[src/rtl/conv_pkg.sv]
// Shared types and constants for the conv engine and its downstream pooling stage.
package conv_pkg;

    localparam int unsigned DATA_W = 32;
    localparam int unsigned ADDR_W = 32;

    localparam logic [3:0] WE_ALL  = 4'hF;
    localparam logic [3:0] WE_NONE = 4'h0;

    typedef enum logic [2:0] {
        StIdle,
        StRead,
        StDrain,
        StWrite,
        StDone
    } pool_state_e;

endpackage

[src/rtl/conv_maxpool_if.sv]
// Dual-BRAM port bundle (bram_sim protocol): M0 is the source map, M1 the destination map.
interface conv_maxpool_if;
    import conv_pkg::*;

    logic              M0_R_req;
    logic [ADDR_W-1:0] M0_addr;
    logic [DATA_W-1:0] M0_R_data;
    logic [3:0]        M0_W_req;
    logic [DATA_W-1:0] M0_W_data;
    logic              M1_R_req;
    logic [ADDR_W-1:0] M1_addr;
    logic [DATA_W-1:0] M1_R_data;
    logic [3:0]        M1_W_req;
    logic [DATA_W-1:0] M1_W_data;

    modport master (
        output M0_R_req, M0_addr, M0_W_req, M0_W_data,
        output M1_R_req, M1_addr, M1_W_req, M1_W_data,
        input  M0_R_data, M1_R_data
    );

    modport slave (
        input  M0_R_req, M0_addr, M0_W_req, M0_W_data,
        input  M1_R_req, M1_addr, M1_W_req, M1_W_data,
        output M0_R_data, M1_R_data
    );

endinterface

[src/rtl/pool_addr_gen.sv]
// Window/tap counters for 2x2 stride-2 pooling and the matching source/destination addresses.
module pool_addr_gen
    import conv_pkg::*;
#(
    parameter int unsigned FM_W     = 28,
    parameter int unsigned FM_H     = 28,
    parameter int unsigned CH       = 1,
    parameter int unsigned SRC_BASE = 0,
    parameter int unsigned DST_BASE = 0
) (
    input  logic              clk,
    input  logic              rst,
    input  logic              clr_i,
    input  logic              tap_inc_i,
    input  logic              win_adv_i,
    output logic [1:0]        tap_o,
    output logic              last_tap_o,
    output logic              last_win_o,
    output logic [ADDR_W-1:0] src_addr_o,
    output logic [ADDR_W-1:0] dst_addr_o
);

    localparam int unsigned OW = FM_W / 2;
    localparam int unsigned OH = FM_H / 2;

    localparam logic [ADDR_W-1:0] SrcChStride = ADDR_W'(FM_H * FM_W);
    localparam logic [ADDR_W-1:0] SrcRowStride = ADDR_W'(FM_W);
    localparam logic [ADDR_W-1:0] DstChStride = ADDR_W'(OH * OW);
    localparam logic [ADDR_W-1:0] DstRowStride = ADDR_W'(OW);
    localparam logic [ADDR_W-1:0] XLast = ADDR_W'(OW) - 32'd1;
    localparam logic [ADDR_W-1:0] RLast = ADDR_W'(OH) - 32'd1;
    localparam logic [ADDR_W-1:0] CLast = ADDR_W'(CH) - 32'd1;

    logic [1:0]        tap_q, tap_d;
    logic [ADDR_W-1:0] x_q, x_d;
    logic [ADDR_W-1:0] r_q, r_d;
    logic [ADDR_W-1:0] c_q, c_d;

    logic x_wrap, r_wrap, c_wrap;

    assign x_wrap = (x_q == XLast);
    assign r_wrap = (r_q == RLast);
    assign c_wrap = (c_q == CLast);

    always_comb begin
        tap_d = tap_q;
        x_d   = x_q;
        r_d   = r_q;
        c_d   = c_q;
        if (clr_i) begin
            tap_d = '0;
            x_d   = '0;
            r_d   = '0;
            c_d   = '0;
        end else begin
            // tap wraps 3 -> 0 on its own, ready for the next window
            if (tap_inc_i) tap_d = tap_q + 2'd1;
            if (win_adv_i) begin
                x_d = x_wrap ? '0 : x_q + 32'd1;
                if (x_wrap) begin
                    r_d = r_wrap ? '0 : r_q + 32'd1;
                    if (r_wrap) c_d = c_wrap ? '0 : c_q + 32'd1;
                end
            end
        end
    end

    always_ff @(posedge clk or negedge rst) begin
        if (!rst) begin
            tap_q <= '0;
            x_q   <= '0;
            r_q   <= '0;
            c_q   <= '0;
        end else begin
            tap_q <= tap_d;
            x_q   <= x_d;
            r_q   <= r_d;
            c_q   <= c_d;
        end
    end

    assign tap_o      = tap_q;
    assign last_tap_o = (tap_q == 2'd3);
    assign last_win_o = x_wrap && r_wrap && c_wrap;

    // tap[1] selects the lower row of the window, tap[0] the right column
    assign src_addr_o = ADDR_W'(SRC_BASE) + c_q * SrcChStride
                      + {r_q[ADDR_W-2:0], tap_q[1]} * SrcRowStride
                      + {x_q[ADDR_W-2:0], tap_q[0]};

    assign dst_addr_o = ADDR_W'(DST_BASE) + c_q * DstChStride + r_q * DstRowStride + x_q;

endmodule

[src/rtl/conv_maxpool.sv]
// 2x2 stride-2 max pooling from the conv output BRAM (M0) into a second BRAM (M1).
// Build option MAXPOOL_RELU_EN clamps every tap to >= 0 before the compare (ReLU + maxpool).
module conv_maxpool
    import conv_pkg::*;
#(
    parameter int unsigned FM_W     = 28,
    parameter int unsigned FM_H     = 28,
    parameter int unsigned CH       = 1,
    parameter int unsigned SRC_BASE = 0,
    parameter int unsigned DST_BASE = 0
) (
    input  logic           clk,
    input  logic           rst,
    input  logic           start,
    output logic           finish,
    conv_maxpool_if.master mem
);

    localparam bit Degenerate = (FM_W / 2 == 0) || (FM_H / 2 == 0) || (CH == 0);

    pool_state_e              state_q, state_d;
    logic signed [DATA_W-1:0] acc_q, acc_d;
    logic                     finish_q, finish_d;
    logic signed [DATA_W-1:0] tap_val;

    logic              clr, tap_inc, win_adv;
    logic [1:0]        tap;
    logic              last_tap, last_win;
    logic [ADDR_W-1:0] src_addr, dst_addr;
    logic              unused_m1_rdata;

    assign unused_m1_rdata = ^mem.M1_R_data;

    pool_addr_gen #(
        .FM_W     (FM_W),
        .FM_H     (FM_H),
        .CH       (CH),
        .SRC_BASE (SRC_BASE),
        .DST_BASE (DST_BASE)
    ) u_addr_gen (
        .clk        (clk),
        .rst        (rst),
        .clr_i      (clr),
        .tap_inc_i  (tap_inc),
        .win_adv_i  (win_adv),
        .tap_o      (tap),
        .last_tap_o (last_tap),
        .last_win_o (last_win),
        .src_addr_o (src_addr),
        .dst_addr_o (dst_addr)
    );

`ifdef MAXPOOL_RELU_EN
    assign tap_val = mem.M0_R_data[DATA_W-1] ? '0 : $signed(mem.M0_R_data);
`else
    assign tap_val = $signed(mem.M0_R_data);
`endif

    always_comb begin
        state_d  = state_q;
        acc_d    = acc_q;
        finish_d = finish_q;
        clr      = 1'b0;
        tap_inc  = 1'b0;
        win_adv  = 1'b0;

        // Read data lags the request by one cycle: taps 1..3 and DRAIN see taps 0..3
        if ((state_q == StRead && tap != 2'd0) || state_q == StDrain) begin
            if (state_q == StRead && tap == 2'd1) begin
                acc_d = tap_val;
            end else if (tap_val > acc_q) begin
                acc_d = tap_val;
            end
        end

        unique case (state_q)
            StIdle, StDone: begin
                if (start) begin
                    clr      = 1'b1;
                    finish_d = Degenerate;
                    state_d  = Degenerate ? StDone : StRead;
                end
            end
            StRead: begin
                tap_inc = 1'b1;
                if (last_tap) state_d = StDrain;
            end
            StDrain: state_d = StWrite;
            StWrite: begin
                win_adv = 1'b1;
                if (last_win) begin
                    state_d  = StDone;
                    finish_d = 1'b1;
                end else begin
                    state_d = StRead;
                end
            end
            default: state_d = StIdle;
        endcase
    end

    always_ff @(posedge clk or negedge rst) begin
        if (!rst) begin
            state_q  <= StIdle;
            acc_q    <= '0;
            finish_q <= 1'b0;
        end else begin
            state_q  <= state_d;
            acc_q    <= acc_d;
            finish_q <= finish_d;
        end
    end

    assign finish = finish_q;

    assign mem.M0_R_req  = (state_q == StRead);
    assign mem.M0_addr   = (state_q == StRead) ? src_addr : '0;
    assign mem.M0_W_req  = WE_NONE;
    assign mem.M0_W_data = '0;
    assign mem.M1_R_req  = 1'b0;
    assign mem.M1_W_req  = (state_q == StWrite) ? WE_ALL : WE_NONE;
    assign mem.M1_addr   = (state_q == StWrite) ? dst_addr : '0;
    assign mem.M1_W_data = (state_q == StWrite) ? acc_q : '0;

endmodule

[src/flat_wrapper.sv]
// flat-port wrapper written by rule: the top's interface ports become plain ports
module conv_maxpool_flat import conv_pkg::*;
#(
    parameter int unsigned FM_W     = 28,
    parameter int unsigned FM_H     = 28,
    parameter int unsigned CH       = 1,
    parameter int unsigned SRC_BASE = 0,
    parameter int unsigned DST_BASE = 0
)
  (clk, rst, start, finish, mem_M0_R_req, mem_M0_addr, mem_M0_W_req, mem_M0_W_data, mem_M1_R_req, mem_M1_addr, mem_M1_W_req, mem_M1_W_data, mem_M0_R_data, mem_M1_R_data);
  conv_maxpool_if mem_i ();
  input  logic clk;
  input  logic rst;
  input  logic start;
  output logic finish;
  output wire logic [$bits(mem_i.M0_R_req)-1:0] mem_M0_R_req;
  output wire logic [$bits(mem_i.M0_addr)-1:0] mem_M0_addr;
  output wire logic [$bits(mem_i.M0_W_req)-1:0] mem_M0_W_req;
  output wire logic [$bits(mem_i.M0_W_data)-1:0] mem_M0_W_data;
  output wire logic [$bits(mem_i.M1_R_req)-1:0] mem_M1_R_req;
  output wire logic [$bits(mem_i.M1_addr)-1:0] mem_M1_addr;
  output wire logic [$bits(mem_i.M1_W_req)-1:0] mem_M1_W_req;
  output wire logic [$bits(mem_i.M1_W_data)-1:0] mem_M1_W_data;
  input wire logic [$bits(mem_i.M0_R_data)-1:0] mem_M0_R_data;
  input wire logic [$bits(mem_i.M1_R_data)-1:0] mem_M1_R_data;
  assign mem_M0_R_req = mem_i.M0_R_req;
  assign mem_M0_addr = mem_i.M0_addr;
  assign mem_M0_W_req = mem_i.M0_W_req;
  assign mem_M0_W_data = mem_i.M0_W_data;
  assign mem_M1_R_req = mem_i.M1_R_req;
  assign mem_M1_addr = mem_i.M1_addr;
  assign mem_M1_W_req = mem_i.M1_W_req;
  assign mem_M1_W_data = mem_i.M1_W_data;
  assign mem_i.M0_R_data = mem_M0_R_data;
  assign mem_i.M1_R_data = mem_M1_R_data;
  conv_maxpool #(.FM_W(FM_W), .FM_H(FM_H), .CH(CH), .SRC_BASE(SRC_BASE), .DST_BASE(DST_BASE)) u_core (.clk(clk), .rst(rst), .start(start), .finish(finish), .mem(mem_i));
endmodule
[config.mk]
export PLATFORM = sky130hd
export DESIGN_NAME = conv_maxpool_flat
export DESIGN_NICKNAME = d
export VERILOG_FILES = /design/src/rtl/conv_pkg.sv /design/src/rtl/conv_maxpool_if.sv /design/src/rtl/pool_addr_gen.sv /design/src/rtl/conv_maxpool.sv /design/src/flat_wrapper.sv
export SDC_FILE = /design/constraint.sdc
export NUM_CORES = 1
export LEC_CHECK = 0
export ABC_AREA = 1
export BUFFER_PORTS_ARGS = -buffer_cell sky130_fd_sc_hd__clkbuf_2
export CORE_AREA = 3 3 206 208
export DETAILED_ROUTE_END_ITERATION = 7
export DIE_AREA = 0 0 209 211
export PLACE_DENSITY = 0.69
export SYNTH_ARGS = -nofsm -noshare
export SYNTH_HDL_FRONTEND = slang
export SYNTH_SLANG_ARGS = --single-unit
[constraint.sdc]
create_clock -name clk -period 6.6 [get_ports clk]
set_input_delay 0.33 -clock clk [delete_from_list [all_inputs] [get_ports clk]]
set_output_delay 0.33 -clock clk [all_outputs]
set_load 0.05 [all_outputs]
## After elaboration in Yosys (flattened, before gate mapping)

Index checks and enable logic that the tools add are counted.

- Logic and storage cells: 82
- Bits in registers: 134

- Magnitude comparators: 1
- Equal/unequal tests: 11
- Mux-type cells: 31
- $mul: 4
- Reductions and logical operators: 20
- Add/subtract/negate cells: 8

Operators by type and width:

| operator | count |
|---|---|
| 32-bit two-way mux | 17 |
| 32-bit adder | 4 |
| 32-bit by 1-bit adder with 32-bit output (second input constant) | 3 |
| 32-bit by 4-bit equality test with 1-bit output (second input constant) | 2 |
| 32-bit greater-than comparator | 1 |
| 32-bit logical NOT | 1 |
| 32-bit by 3-bit multiplier with 30-bit output (second input constant) | 1 |
| 32-bit by 3-bit multiplier with 31-bit output (second input constant) | 1 |
| 32-bit by 6-bit multiplier with 28-bit output (second input constant) | 1 |
| 32-bit by 6-bit multiplier with 30-bit output (second input constant) | 1 |
| 2-bit nonzero test | 7 |
| 3-bit case mux with 4 select lines | 1 |
| 3-bit two-way mux | 3 |
| 3-bit by 2-bit equality test with 1-bit output (second input constant) | 2 |
| 1-bit two-way mux | 6 |
| 2-bit AND reduction | 3 |
| 3-bit AND reduction | 2 |
| 1-bit logical AND | 4 |
| 2-bit two-way mux | 2 |
| 4-bit two-way mux | 1 |
| 2-bit by 1-bit inequality test with 1-bit output (second input constant) | 2 |
| 3-bit by 1-bit equality test with 1-bit output (second input constant) | 1 |
| 3-bit equality test (second input constant) | 1 |
| 3-bit logical NOT | 1 |
| other kinds (7) | 7 |

## Logic depth before layout (Yosys ltp)

- Depth after elaboration: 6
- Gate-level depth with buffers: 30
- Gate-level depth less buffers: 30

## Hierarchy

Synthesis repeated with hierarchy kept, for this count alone.

- Cell total of the unflattened synthesis: 2,991
- Area total of the unflattened synthesis: 20,568.5 µm²

By module, submodules not included:

| module | cells an instance | times used | seq. area each (µm²) | area an instance (µm²) |
|---|---|---|---|---|
| pool_addr_gen | 2,463 | 1 | 2,452.4 | 17,231.5 |
| conv_maxpool | 528 | 1 | 900.9 | 3,337.0 |

## Worst setup path after synthesis

Ideal clock, no wire load.

- Path type: register to output
- Start point: register u_core.u_addr_gen.c_q[2]
- End point: output mem_M1_addr[27]
- Path buffers: 0
- Data arrival time: 5.512 ns
- Data required time: 6.270 ns
- Cell stages (with the launch flop): 27
- Setup slack: 0.758 ns
- Path through: dfrtp_1 inv_1 ha_1 inv_1 fa_1 inv_1 ha_1 inv_1 fa_1 inv_1 nand3_1 nand2_1 a21oi_1 o21ai_1 a21oi_1 o21ai_1 a21oi_1 xnor2_1 fa_1 ha_1 nand2_1 nor2_1 inv_1 nor4_1 a21oi_1 xor2_1 nor2_1

- Cells in the longest elaborated chain, start to end: 4

Ends and longest elaborated chain:

| what | RTL line | RTL |
|---|---|---|
| start: declaration | pool_addr_gen.sv:37 | `logic [ADDR_W-1:0] c_q, c_d;` |
| start signal: assignment | pool_addr_gen.sv:73 | `c_q <= '0;` |
| start signal: assignment | pool_addr_gen.sv:78 | `c_q <= c_d;` |
| 32-bit by 6-bit multiplier with 30-bit output | pool_addr_gen.sv:91 | `assign dst_addr_o = ADDR_W'(DST_BASE) + c_q * DstChStride + r_q * DstRowStride + x_q;` |
| 32-bit adder (2 in series) | pool_addr_gen.sv:91 |  |
| 32-bit two-way mux | conv_maxpool.sv:122 | `assign mem.M1_addr = (state_q == StWrite) ? dst_addr : '0;` |
| end: declaration | flat_wrapper.sv:21 | `output wire logic [$bits(mem_i.M1_addr)-1:0] mem_M1_addr;` |

No other way between the ends.

## Worst setup path after layout

- Start point: register u_core.u_addr_gen.r_q[1]
- End point: output mem_M1_addr[28]

- Cells in the longest elaborated chain, start to end: 4

Ends and longest elaborated chain:

| what | RTL line | RTL |
|---|---|---|
| start: declaration | pool_addr_gen.sv:36 | `logic [ADDR_W-1:0] r_q, r_d;` |
| start signal: assignment | pool_addr_gen.sv:77 | `r_q <= r_d;` |
| 32-bit by 3-bit multiplier with 31-bit output | pool_addr_gen.sv:91 |  |
| 32-bit adder (2 in series) | pool_addr_gen.sv:91 |  |
| 32-bit two-way mux | conv_maxpool.sv:122 |  |

No other way between the ends.

==> results.cfg <==
[run_status]
outcome = finished clean

[clocking]
numCtsBuffers = 17
htreeDepth = 4
clkTransAtPathRegs_ns = 0.06
clockRootBuffer = clkbuf_16
cts_tree = done
clock_path_buffers = 2
clock_latency_ns = 0.49
cts_num_sinks = 134

[worst_setup_path]
required_ns = 6.27
crit_path_top_delay_cell = fa_1
end_kind = output pin
crit_family = adder cells
slowest_delay_ns = 0.63
worstPathCellList = fa_1 > ha_1 > inv_1 > fa_1 > inv_1 > nand3_1 > nand2_1 > a21oi_1 > o41ai_1 > xor2_1 > fa_1 > inv_1 > ha_1 > a21o_1 > a21oi_2 > o211ai_1 > a21oi_2 > xor2_1 > nor2_1 > buf_4
crit_path_max_fanout = 6
worstPathArrival_ns = 6.03
critical_path_class = flop to output pin
critical_path_buf_inv_count = 4
start_kind = flop

[floorplanning]
initial_utilization = 0.4995
die-area_mm2 = 0.04410
core_region_area_mm2 = 0.04074
die_x_um = 209
rows = 74
io_pins = 206
die_h_um = 211

[final_layout]
area_delta_synth_final_pct = 11.54
final_common_cell = nand2_1
final_cells = 3582
final_cell_mix = nand2_1, inv_1, nor2_1
layout-drive-gt1-share = 0.1059
nets = 3476
finalCoreUtilization = 0.5571
diodes = 0

[sta]
finalCriticalPeriod_ns = 6.364
finalSetupTns_ns = 0
tightest_slew_ns = 1.149
finClkSkew_ns = 0.01541
timing.hold.ws_ns = 0.08862
hold_viol = 0
slew_headroom = 0.2319
finalMaxSlewViolations = 0
timing.fmax_mhz = 157.1
setup_viol = 0
fin_crit_sh = 0.9643

[grt]
grt_max_degree = 88
grt_overflow = 0
grt_pass1_wl_um = 105500
grtUsageTotal = 0.3060
antenna_found_initial = 0
first_global_vias = 18890

[route]
drcViolationCount = 0
viasPerCell = 5.509
drt_first_pass_iters = 6
drt_iter0_drc = 1720
routed_wl_um = 67840
post_drt_wl_per_cell_um = 18.94
ant_nets = 0
num_vias = 19730

[synth]
ys_async_sr_fraction = 1.000
ys.flop_type = dfrtp_1
ys_types = 57
yosys_register_bits = 134
synth_edf_count = 0
yosysSeqAreaShare = 0.1648
syn_area_per_cell_um2 = 6.973
netlist_instances = 2918
ys_warn_count = 0
syn-cell-area_mm2 = 0.02035

[run]
maxCapViolations = 0

[hold_path]
hold_path.class = primary input to flop

[placed_design]
io_buffer_count = 136
routabilityCongestion = 0.9970
hpwl_um = 55650
dp_cells = 3541
[sequential cells by signal, indices dropped and copies added (netlist names)]
register and cells:
u_core.u_addr_gen.tap_o 2, u_core.finish 1, u_core.u_addr_gen.x_q 32, u_core.u_addr_gen.c_q 32, u_core.acc_q 32, u_core.u_addr_gen.r_q 32, u_core.state_q 3
[metrics by stage]
stage / worst slack, ns / instance area, um2
detailed placement: 0.2721 / 21370
CTS: -0.006399 / 22100
global route: -0.06334 / 22700
finish: 0.2356 / 22700
floorplan: 0.7583 / 20480
global placement: 0.3835 / 21370
[repair_timing]
| item | CTS | global route |
|---|---|---|
| gates resized for setup | 26 | 138 |
| pin swaps | 1 | 17 |
| hold buffers | 1 | 0 |
| endpoints found under the setup margin | 17 | 25 |
| buffers inserted | 0 | 8 |
| hold endpoints to repair | 73 | 0 |
[Yosys cell counts (5+ instances only)]
master	n	share of area
ha_1	260	0.16
a21oi_1	212	0.052
buf_4	45	0.017
nand2_1	545	0.10
nand3_1	153	0.038
inv_1	517	0.095
xor2_1	121	0.052
a31oi_1	9	0.0028
o211ai_1	9	0.0033
clkbuf_1	27	0.0050
buf_2	14	0.0034
o21ai_0	142	0.035
nand4_1	42	0.013
o31ai_1	5	0.0018
a21o_1	14	0.0052
dfrtp_1	134	0.16
o21bai_1	14	0.0052
xnor2_1	30	0.013
nor4_1	35	0.011
nor2_1	267	0.049
nor2_2	5	0.0015
fa_1	112	0.11
nand3b_1	5	0.0018
o21ai_1	36	0.0089
nor3_1	99	0.024
[worst reg2reg max path, stage by stage (launching register included)]
cell and delay (ns):
dfrtp_1 0.42, nor2_1 0.18, nand2_2 0.41, inv_1 0.18
buf_4 0.52, nor2_4 0.19, nor2_8 0.66, o21ai_1 0.61
and3_1 0.36
[path summary, 6_finish.rpt]
kind / start / to / slack, ns / cells past startpoint
worst min register to register: u_core.acc_q[5] / u_core.acc_q[5] / 0.47 / 2
worst max register to register: u_core.state_q[0] / u_core.u_addr_gen.r_q[14] / 2.97 / 8
max in group asynchronous: rst / u_core.u_addr_gen.c_q[26] / 4.80 / 3
min in group asynchronous: rst / u_core.u_addr_gen.tap_o[0] / 0.47 / 2
worst min-delay path: mem_M0_R_data[8] / u_core.acc_q[8] / 0.09 / 3
worst max-delay path: u_core.u_addr_gen.r_q[1] / mem_M1_addr[28] / 0.24 / 20
[final cells by class]
type                    instances  area, um2
fillers                      4036      18040
multi-input cells            2201      15210
flip-flops and latches        134       3358
inverters                     526       1977
repair buffers                157      899.6
well taps                     532      665.6
clock buffers                  18      439.2
clock inverters                14      150.1
[layer usage]
layer  track usage  up-vias  share of wire
met5             0        -              0
li1              -     9580              -
met1        0.4328     9368           0.46
met3       0.06565      103          0.071
met4        0.1002        0          0.032
met2        0.4691      683           0.44
[cell families (layout without fill, tap and decap cells)]
| kind of cell | after synthesis | in the layout | share of synthesized area |
|---|---|---|---|
| buffers and inverters | 619 | 715 | 0.1248 |
| flip-flops | 134 | 134 | 0.1648 |
| AND/OR/NAND/NOR | 1176 | 1176 | 0.2513 |
| adder cells (fa/ha/maj) | 372 | 372 | 0.2701 |
| other | 1 | 37 | 0.0001843 |
| XOR/XNOR | 151 | 151 | 0.06499 |
| AO/OA/AOI/OAI | 465 | 465 | 0.1238 |
Power is left out: the tool's default activity adds up to more than one toggle a clock period on the data nets, which glitch-free logic cannot reach.
